--- config.mk ---
export PLATFORM = sky130hd
export DESIGN_NAME = serial_accumulator_signed
export DESIGN_NICKNAME = d
export VERILOG_FILES = /design/src/rtl/arith_pkg.sv /design/src/rtl/serial_accumulator_signed.sv
export SDC_FILE = /design/constraint.sdc
export NUM_CORES = 1
export LEC_CHECK = 0
export CORE_UTILIZATION = 52
export DETAILED_ROUTE_END_ITERATION = 12
export HOLD_SLACK_MARGIN = 0.02
export MAX_ROUTING_LAYER = met4
export PLACE_DENSITY = 0.83
export SLEW_MARGIN = 20
export SYNTH_ARGS = -nofsm -noshare
export SYNTH_HDL_FRONTEND = slang
export SYNTH_SLANG_ARGS = --single-unit
--- constraint.sdc ---
create_clock -name clk -period 2.3 [get_ports clk]
set_input_delay 0.46 -clock clk [delete_from_list [all_inputs] [get_ports clk]]
set_output_delay 0.46 -clock clk [all_outputs]
set_load 0.05 [all_outputs]
--- src/rtl/arith_pkg.sv ---
// Shared signed-arithmetic helpers and the serial accumulator state type.
package arith_pkg;

   typedef enum logic {ACCUM = 1'b0, DONE = 1'b1} acc_state_t;

   // Bits needed to hold the exact sum of n signed w-bit words.
   function automatic int result_width(input int n, input int w);
      return $clog2(n) + w;
   endfunction

   // Sign-extend the low 'width' bits of val to 64 bits; callers cast down to their result width.
   function automatic logic [63:0] sext_to(input logic [63:0] val, input int width);
      logic [63:0] mask;
      logic        sign;
      mask = {64{1'b1}} << width;
      sign = |(val & (64'd1 << (width - 1)));
      return sign ? (val | mask) : (val & ~mask);
   endfunction

endpackage

--- src/rtl/serial_accumulator_signed.sv ---
// Serial signed accumulator: sums N_INPUTS words per frame, result on a valid/ready stream one cycle after the last word.
// Optional SERIAL_ACC_EARLY_LAST_EN adds in_last to close a frame early (missing words count as zero).
module serial_accumulator_signed
   import arith_pkg::*;
#(
   parameter  int WIDTH     = 4,
   parameter  int N_INPUTS  = 16,
   localparam int OUT_WIDTH = result_width(N_INPUTS, WIDTH)
) (
   input  logic                 clk,
   input  logic                 rst,
   input  logic                 in_valid,
   output logic                 in_ready,
   input  logic [WIDTH-1:0]     in_data,
`ifdef SERIAL_ACC_EARLY_LAST_EN
   input  logic                 in_last,
`endif
   output logic                 out_valid,
   input  logic                 out_ready,
   output logic [OUT_WIDTH-1:0] out_data
);

   localparam int CNT_W = $clog2(N_INPUTS);

   acc_state_t           state_q, state_d;
   logic [OUT_WIDTH-1:0] acc_q, acc_d;
   logic [OUT_WIDTH-1:0] out_data_q, out_data_d;
   logic [CNT_W-1:0]     count_q, count_d;
   logic [OUT_WIDTH-1:0] sum;
   logic                 hs;
   logic                 last_word;

   assign sum = acc_q + OUT_WIDTH'(sext_to(64'(in_data), WIDTH));

`ifdef SERIAL_ACC_EARLY_LAST_EN
   assign last_word = (count_q == CNT_W'(N_INPUTS - 1)) || in_last;
`else
   assign last_word = (count_q == CNT_W'(N_INPUTS - 1));
`endif

   assign in_ready  = (state_q == ACCUM) && !rst;
   assign out_valid = (state_q == DONE);
   assign hs        = in_valid && in_ready;
   assign out_data  = out_data_q;

   always_comb begin
      state_d    = state_q;
      acc_d      = acc_q;
      count_d    = count_q;
      out_data_d = out_data_q;
      case (state_q)
         ACCUM: begin
            if (hs) begin
               if (last_word) begin
                  out_data_d = sum;
                  acc_d      = '0;
                  count_d    = '0;
                  state_d    = DONE;
               end else begin
                  acc_d   = sum;
                  count_d = count_q + 1'b1;
               end
            end
         end
         DONE: begin
            if (out_ready) begin
               state_d = ACCUM;
            end
         end
      endcase
   end

   always_ff @(posedge clk) begin
      if (rst) begin
         state_q    <= ACCUM;
         acc_q      <= '0;
         count_q    <= '0;
         out_data_q <= '0;
      end else begin
         state_q    <= state_d;
         acc_q      <= acc_d;
         count_q    <= count_d;
         out_data_q <= out_data_d;
      end
   end

endmodule

## Word-level counts from Yosys, hierarchy flattened

Cells that the tools add are included.

- Bitwise logic cells: 1
- Muxes and demuxes: 7
- Equality and inequality tests: 1
- Reduce and logical (&&, ||, !) cells: 5
- Add/sub/neg operators: 2

Operators with widths:

| operator | count |
|---|---|
| two-way mux 8 bit | 2 |
| adder 8 bit | 1 |
| adder 4 x 1 -> 4 bit, second input constant | 1 |
| equality test 4 bit, second input constant | 1 |
| two-way mux 4 bit | 1 |
| two-way mux 1 bit | 3 |
| AND reduction 3 bit | 1 |
| logical AND 1 bit | 2 |
| one-hot mux 1 bit (2 select lines) | 1 |
| AND reduction 2 bit | 1 |
| zero test 1 bit | 1 |
| NOT 1 bit | 1 |

- Bits of input ports: 8
- Output and inout port bits: 10
- Register bits after elaboration: 21
- Word-level logic and storage cells: 20

## Logic depth before layout (Yosys ltp)

Gate-level depths: netlist (run 1).

- Word-level depth: 5
- Mapped depth: 8
- Gate-level depth less buffers: 8

## Worst setup path after synthesis (run 1)

No wires, ideal clock.

- Kind: input -> register
- From: input port in_data[0]
- To: register acc_q[6]
- Stages on the path: 8
- Arrival: 1.952 ns
- Setup time: 0.115 ns
- Buffers on the path: 0
- Path slack: 0.233 ns
- Data required time: 2.185 ns
- Cell sequence: ha_1 -> inv_1 -> fa_1 -> nor2b_4 -> o31a_1 -> o21a_1 -> or3_1 -> a31o_1

- Longest elaborated chain between the ends: 3

RTL lines:

| what | RTL line | text |
|---|---|---|
| from (decl) | serial_accumulator_signed.sv:14 | `input logic [WIDTH-1:0] in_data,` |
| two-way mux 8 bit | arith_pkg.sv:17 | `return sign ? (val \| mask) : (val & ~mask);` |
| adder 8 bit | serial_accumulator_signed.sv:33 | `assign sum = acc_q + OUT_WIDTH'(sext_to(64'(in_data), WIDTH));` |
| two-way mux 8 bit | serial_accumulator_signed.sv:54 | `if (last_word) begin` |
| to (signal assigned) | serial_accumulator_signed.sv:76 | `acc_q <= '0;` |
| to (signal assigned) | serial_accumulator_signed.sv:81 | `acc_q <= acc_d;` |
| to (decl) | serial_accumulator_signed.sv:26 | `logic [OUT_WIDTH-1:0] acc_q, acc_d;` |

Every way passes these cells.
A chain may end at the register's enable or synchronous reset.

## Worst setup path in the final report (run 1)

Same ends and word-level chain as after synthesis.

==> metrics.yaml, run 1 <==
run_status:
  status: "complete, no violations"
logic_synthesis:
  synth_ff_type: "dfxtp_1"
  yosysWarnings: 0
  synth_area_um2: 1120
  ys_seq_area_frac: 0.375
  syn-num-nets: 143
  syn_avg_cell_area_um2: 8.90
  postSynthCellCount: 126
  async_flop_share: 0
  synthDistinctLibCells: 31
  ys_seq_elements: 21
  synth-edff-count: 0
worst_hold_path:
  hold_path.class: "reg2reg"
finish:
  diodes: 0
  post-route-cell-area_um2: 1470
  layout-drive-gt1-share: 0.170
  final_common_cell: "dfxtp_1"
  area_growth_pct: 31.0
  num-nets-final: 177
  final_cell_mix: "dfxtp_1 (21), clkdlybuf4s50_1 (16), buf_4 (16), nand2_1 (15)"
global_routing:
  grt_max_degree: 14
  grt.met3_usage: 0.0314
  grtUsageMet2: 0.439
  use_met1: 0.287
  grt_pass1_wl_mm: 4.37
  grt_use_total: 0.246
  gr-total-overflow: 0
  gr-max-usage-layer: "met2"
  antenna_found_initial: 0
  grt_pass1_vias: 1001
floorplan:
  die_area_um2: 2350
  start_util: 0.560
  die_h_um: 48.4
  die-width_um: 48.4
  std_cell_rows: 16
  boundaryPins: 18
  core_area_um2: 2000
routing:
  ant_nets: 0
  first_pass_iters: 4
  vias: 1035
  drt-vias-per-instance: 5.56
  drc: 0
  drtIter0Drc: 18
  wl_per_cell_um: 13.8
  wl_mm: 2.57
placed_design:
  numPortBuffers: 17
  dpl-instance-area_um2: 1440
  dpl.hpwl_mm: 1.86
  routabilityCongestion: 0.839
cts:
  ctsRootBufferMaster: "clkbuf_4"
  clock-sinks: 21
  cts_buffers: 3
  clockBufferDepth: 2
  clk_latency_ps: 320
  post_cts_buffers: 0
  cts_tree: "built"
  cts_hold_buf: 0
  clkSlewWorstSetupHoldPaths_ps: 130
  cts_htree_levels: 1
critical_path:
  critPathRequiredTime_ps: 2530
  cpLargestDelayFamily: "compound AO/OA/AOI/OAI gates"
  crit_buf_inv: 2
  critPathLaunchType: "primary input"
  cp_max_fo: 2
  worstSetupEndpointType: "register"
  slowest_stage: "clkdlybuf4s50_1"
  path_cells: "clkdlybuf4s50_1, ha_1, inv_1, fa_2, nor2b_4, o31a_1, o21a_1, or3_1, a31o_1"
  slowest_delay_ps: 410
  criticalPathCategory: "in2reg"
  cp_data_arrival_time_ps: 2420
sta:
  slew_viol_final: 0
  worstMarginPinSlew_ps: 505
  fin_worst_skew_ps: 9.52
  hold_violations: 0
  fin_crit_sh: 0.951
  max_slew_margin: 0.662
  clock.fmax_mhz: 457
  setup_viol: 0
  rsz0062_at_grt: "false"
  period_needed_ps: 2190
pwr:
  power.leakage_nw: 0.667
  ir_worst_vdd_v: 0.000401
  p_comb_frac: 0.258
  p_switching_mw: 0.232
  power_density_nw_per_um2: 534
  swShare: 0.296
  seq_power_share: 0.500
  clkPwrFrac: 0.242
  power_report.internal_total_mw: 0.552
  p_total_mw: 0.784
flow_run:
  drv_cap: 0
## final cells by class
cell class	count	area (um2)
tap	27	33.8
timing repair buffer	33	300
multi-input combinational	96	668
inverter	5	18.8
fill	152	533
sequential	21	420
clock inverter	1	5.00
clock buffer	3	22.5
## layer usage
| layer | wire length (um) | vias to the layer above |
|---|---|---|
| met5 | 0 | - |
| met4 | 32 | 0 |
| met3 | 69 | 5 |
| met2 | 1280 | 21 |
| met1 | 1190 | 491 |
| li1 | - | 518 |
## per-stage QoR
step / setup WS, ps / cells / utilization / hold WS (ps) / setup TNS (ps)
CTS: 60.8 / 186 / 0.733 / 475 / 0
global placement: -212 / 182 / 0.719 / 448 / -720
finish: 113 / 186 / 0.734 / 476 / 0
global route: 1.59 / 186 / 0.734 / 487 / 0
detailed placement: -268 / 182 / 0.719 / 457 / -957
floorplan: 233 / 126 / - / 454 / 0
## worst paths after layout
check                                 start           to  slack [ps]  depth (start not counted)
worst min-delay path            out_data[3]  out_data[3]         480                          2
worst min register to register  out_data[3]  out_data[3]         480                          2
worst max register to register     acc_q[0]     acc_q[6]         370                          8
worst max-delay path             in_data[0]     acc_q[6]         110                          9
## timing repair
item,4_1_cts,5_1_grt
gates resized for setup,0,2
endpoints found under the hold margin,0,0
setup endpoints to repair,0,2
## sequential cells by signal, indices dropped and copies added (netlist names)
signal / flops
out_valid: 1
out_data: 8
acc_q: 8
count_q: 4
## kinds of logic (layout without fill, tap and decap cells)
logic type / Yosys count / in the layout / synth area share
flops: 21 / 21 / 0.375
mux: 1 / 1 / 0.00893
fa+ha+maj: 9 / 9 / 0.107
buf+inv: 9 / 42 / 0.0312
simple gates: 43 / 43 / 0.193
compound gates: 37 / 37 / 0.225
xor+xnor: 6 / 6 / 0.0592
## synthesized netlist by cell type (2+ instances only)
cell type,number,share of area
a21o_1,4,0.027
a21oi_1,7,0.031
a22oi_1,4,0.027
a31o_1,2,0.016
and3_1,8,0.045
clkbuf_1,3,0.010
dfxtp_1,21,0.37
ha_1,8,0.089
inv_1,5,0.017
nand2_1,15,0.050
nand3_1,3,0.013
nor2_1,10,0.033
nor2_2,2,0.011
o21a_1,2,0.013
o21ai_0,11,0.049
o31a_1,2,0.016
or3_1,2,0.011
xnor2_1,2,0.016
xor2_1,3,0.023
## worst min-delay path: cells and delay by family (launching register included)
kind / cells / cell delay, ps
flip-flops: 1 / 340
AO/OA/AOI/OAI: 1 / 60
AND/OR/NAND/NOR: 1 / 50
## power groups by stage
stage	clock [mW]	sequential (mW)	combinational (mW)
2_1_floorplan	0	0.396	0.124
3_3_place_gp	0	0.399	0.193
3_5_place_dp	0	0.400	0.199
4_1_cts	0.188	0.392	0.202
5_1_grt	0.200	0.395	0.223
6_report	0.190	0.392	0.202
No activity file was read; power rests on OpenSTA's default activity.
==> run 2: changes to the inputs <==
CORE_UTILIZATION = 25   (was 52)
PLACE_DENSITY = 0.48   (was 0.83)
==> run 2 against run 1 <==
Compared with the run above:
- cell area is 3.5% higher
- global-route usage is 12 points lower
- clock power is 31% higher
- clock skew is 3.4 ps lower
- clock-buffer cell count stayed put
- first-iteration DRC count is 56% higher
- sequential cell count stayed put
- combinational power hardly changed
- setup slack worse by 60 ps
- largest power group unchanged
==> metrics.yaml, run 2 (same netlist as run 1, synthesis figures left out) <==
routing:
  ant_nets: 0  # unchanged
  drt-vias-per-instance: 4.78  # -14%
  drtIter0Drc: 28  # +10
  drc: 0  # unchanged
  wl_mm: 2.58  # +0.62%
  vias: 995  # -3.9%
  wl_per_cell_um: 12.4  # -10%
  first_pass_iters: 4  # unchanged
placed_design:
  numPortBuffers: 17  # unchanged
  dp_slack_ps: -266  # +2.51 ps
  routabilityCongestion: 0.816  # -2.8%
  dp.cells: 203  # +12%
  dpl-instance-area_um2: 1450  # +0.96%
  dpl.hpwl_mm: 1.99  # +6.6%
finish:
  final_common_cell: "dfxtp_1"
  fin_cells: 208  # +12%
  post-route-cell-area_um2: 1520  # +3.5%
  diodes: 0  # unchanged
  fillers: 445  # +190%
  final_cell_mix: "dfxtp_1 (21), clkdlybuf4s50_1 (16), nand2_1 (15), buf_4 (15), o21ai_0 (11)"
  num-nets-final: 176  # -0.56%
  area_growth_pct: 35.6
  final_util: 0.367  # -0.367
  layout-drive-gt1-share: 0.184  # +0.0137
worst_hold_path:
  holdPathEnd: "out_data[0]"
  hp-start: "out_data[0]"
  hold_path_depth: 2  # unchanged
  hold_path.class: "reg2reg"
critical_path:
  cp_max_fo: 2  # unchanged
  r2r_start: "acc_q[0]"
  regToRegSetupSlack_ps: 360  # about the same
  reg2reg_to: "out_data[6]"
  criticalPathCategory: "in2reg"
  critPathLaunchType: "primary input"
  cp_data_arrival_time_ps: 2410  # about the same
  reg2reg_depth: 8  # unchanged
  worstSetupEndpointType: "register"
  critPathRequiredTime_ps: 2470  # -60 ps
pwr:
  power_density_nw_per_um2: 554  # +3.7%
  power.leakage_nw: 0.669  # +0.43%
  ir_worst_vdd_v: 0.000281  # -30%
cts:
  cts_buffers: 3  # unchanged
  clkSlewWorstSetupHoldPaths_ps: 80  # -50 ps
  cts_htree_levels: 1  # unchanged
  cts_tree: "built"
  clockBufferDepth: 2  # unchanged
  ctsRootBufferMaster: "clkbuf_8"
  clock-sinks: 21  # unchanged
  clk_latency_ps: 270  # -50 ps
  cts_hold_buf: 0  # unchanged
sta:
  period_needed_ps: 2250  # +60.1 ps
  worstMarginPinSlew_ps: 501  # -3.77 ps
  setup_slack_ps: 52.9  # -60.1 ps
  hold_violations: 0  # unchanged
  slew_viol_final: 0  # unchanged
  max_slew_margin: 0.665  # +0.00252
  fin_worst_skew_ps: 6.16  # -3.36 ps
  fin_crit_sh: 0.977  # +0.0261
  rsz0062_at_grt: "false"
  clock.fmax_mhz: 445  # -2.7%
  setup_viol: 0  # unchanged
floorplan:
  boundaryPins: 18  # unchanged
  std_cell_rows: 23  # +7
  die_area_um2: 4760  # +100%
  start_util: 0.271  # -0.289
  die-width_um: 69.0  # +42%
  core_area_um2: 4140  # +110%
  die_h_um: 69.0  # +42%
global_routing:
  gr-total-overflow: 0  # unchanged
  antenna_found_initial: 0  # unchanged
  grt_pass1_vias: 930  # -7.1%
  grt_pass1_wl_mm: 4.14  # -5.2%
  grt_max_degree: 14  # unchanged
  grt_use_total: 0.123  # -0.122
flow_run:
  drv_cap: 0  # unchanged
run_status:
  status: "complete, no violations"
-- run 2: cell count changes in the layout (fill, tap and decap cells not counted), sizes merged --
cell	before	now
buf	17	16
-- run 2: stage by stage --
| stage | TNS (ps) | hold WS [ps] | power, mW |
|---|---|---|---|
| after floorplan | 0 | 454 | 0.520 |
| after global placement | -785 | 455 | 0.589 |
| after detailed placement | -907 | 453 | 0.592 |
| after CTS | 0 | 477 | 0.840 |
| after global routing | 0 | 499 | 0.886 |
| final | 0 | 467 | 0.842 |
-- run 2: worst max-delay path: stages --
cell and delay [ps]:
clkdlybuf4s50_1 410, ha_2 190, inv_1 80, fa_2 240, nor2b_4 50, o31a_1 250, o21a_1 190, or3_4 330
a31o_1 220
-- run 2: worst max-delay path by stage --
stage / startpoint / to / slack [ps] / cells after the start
2_1_floorplan: in_data[0] / acc_q[6] / 230 / 8
3_3_place_gp: in_data[0] / out_data[6] / -240 / 9
3_5_place_dp: in_data[0] / out_data[6] / -270 / 9
4_1_cts: in_data[0] / acc_q[6] / 20 / 9
5_1_grt: in_data[0] / out_data[6] / 0.1 / 9
6_report: in_data[0] / out_data[6] / 50 / 9
-- run 2: area by class of cell --
| class | instances | area [um2] | area share |
|---|---|---|---|
| clock buffer | 3 | 41.3 | 0.0272 |
| inverter | 5 | 18.8 | 0.0123 |
| sequential | 21 | 420 | 0.277 |
| tap | 50 | 62.6 | 0.0412 |
| multi-input combinational | 96 | 679 | 0.447 |
| clock inverter | 1 | 5.00 | 0.00329 |
| timing repair buffer | 32 | 293 | 0.193 |
-- run 2: report_power, final --
part	leakage (nW)	total (mW)	internal (mW)	switching [mW]
sequential	0.171	0.391	0.379	0.0117
combinational	0.473	0.201	0.107	0.0939
clock	0.0255	0.249	0.121	0.128
-- run 2: what timing repair did --
action,CTS,global route
setup buffers,0,1
endpoints found under the setup margin,0,3
gates resized for setup,0,4
-- run 2: metal layers --
layer  share of wire  GRT usage  up-vias
met5               0          -        -
met4           0.023     0.0689        0
met3           0.028     0.0197        5
met2            0.45      0.184       18
met1            0.50      0.157      457
li1                -          -      515
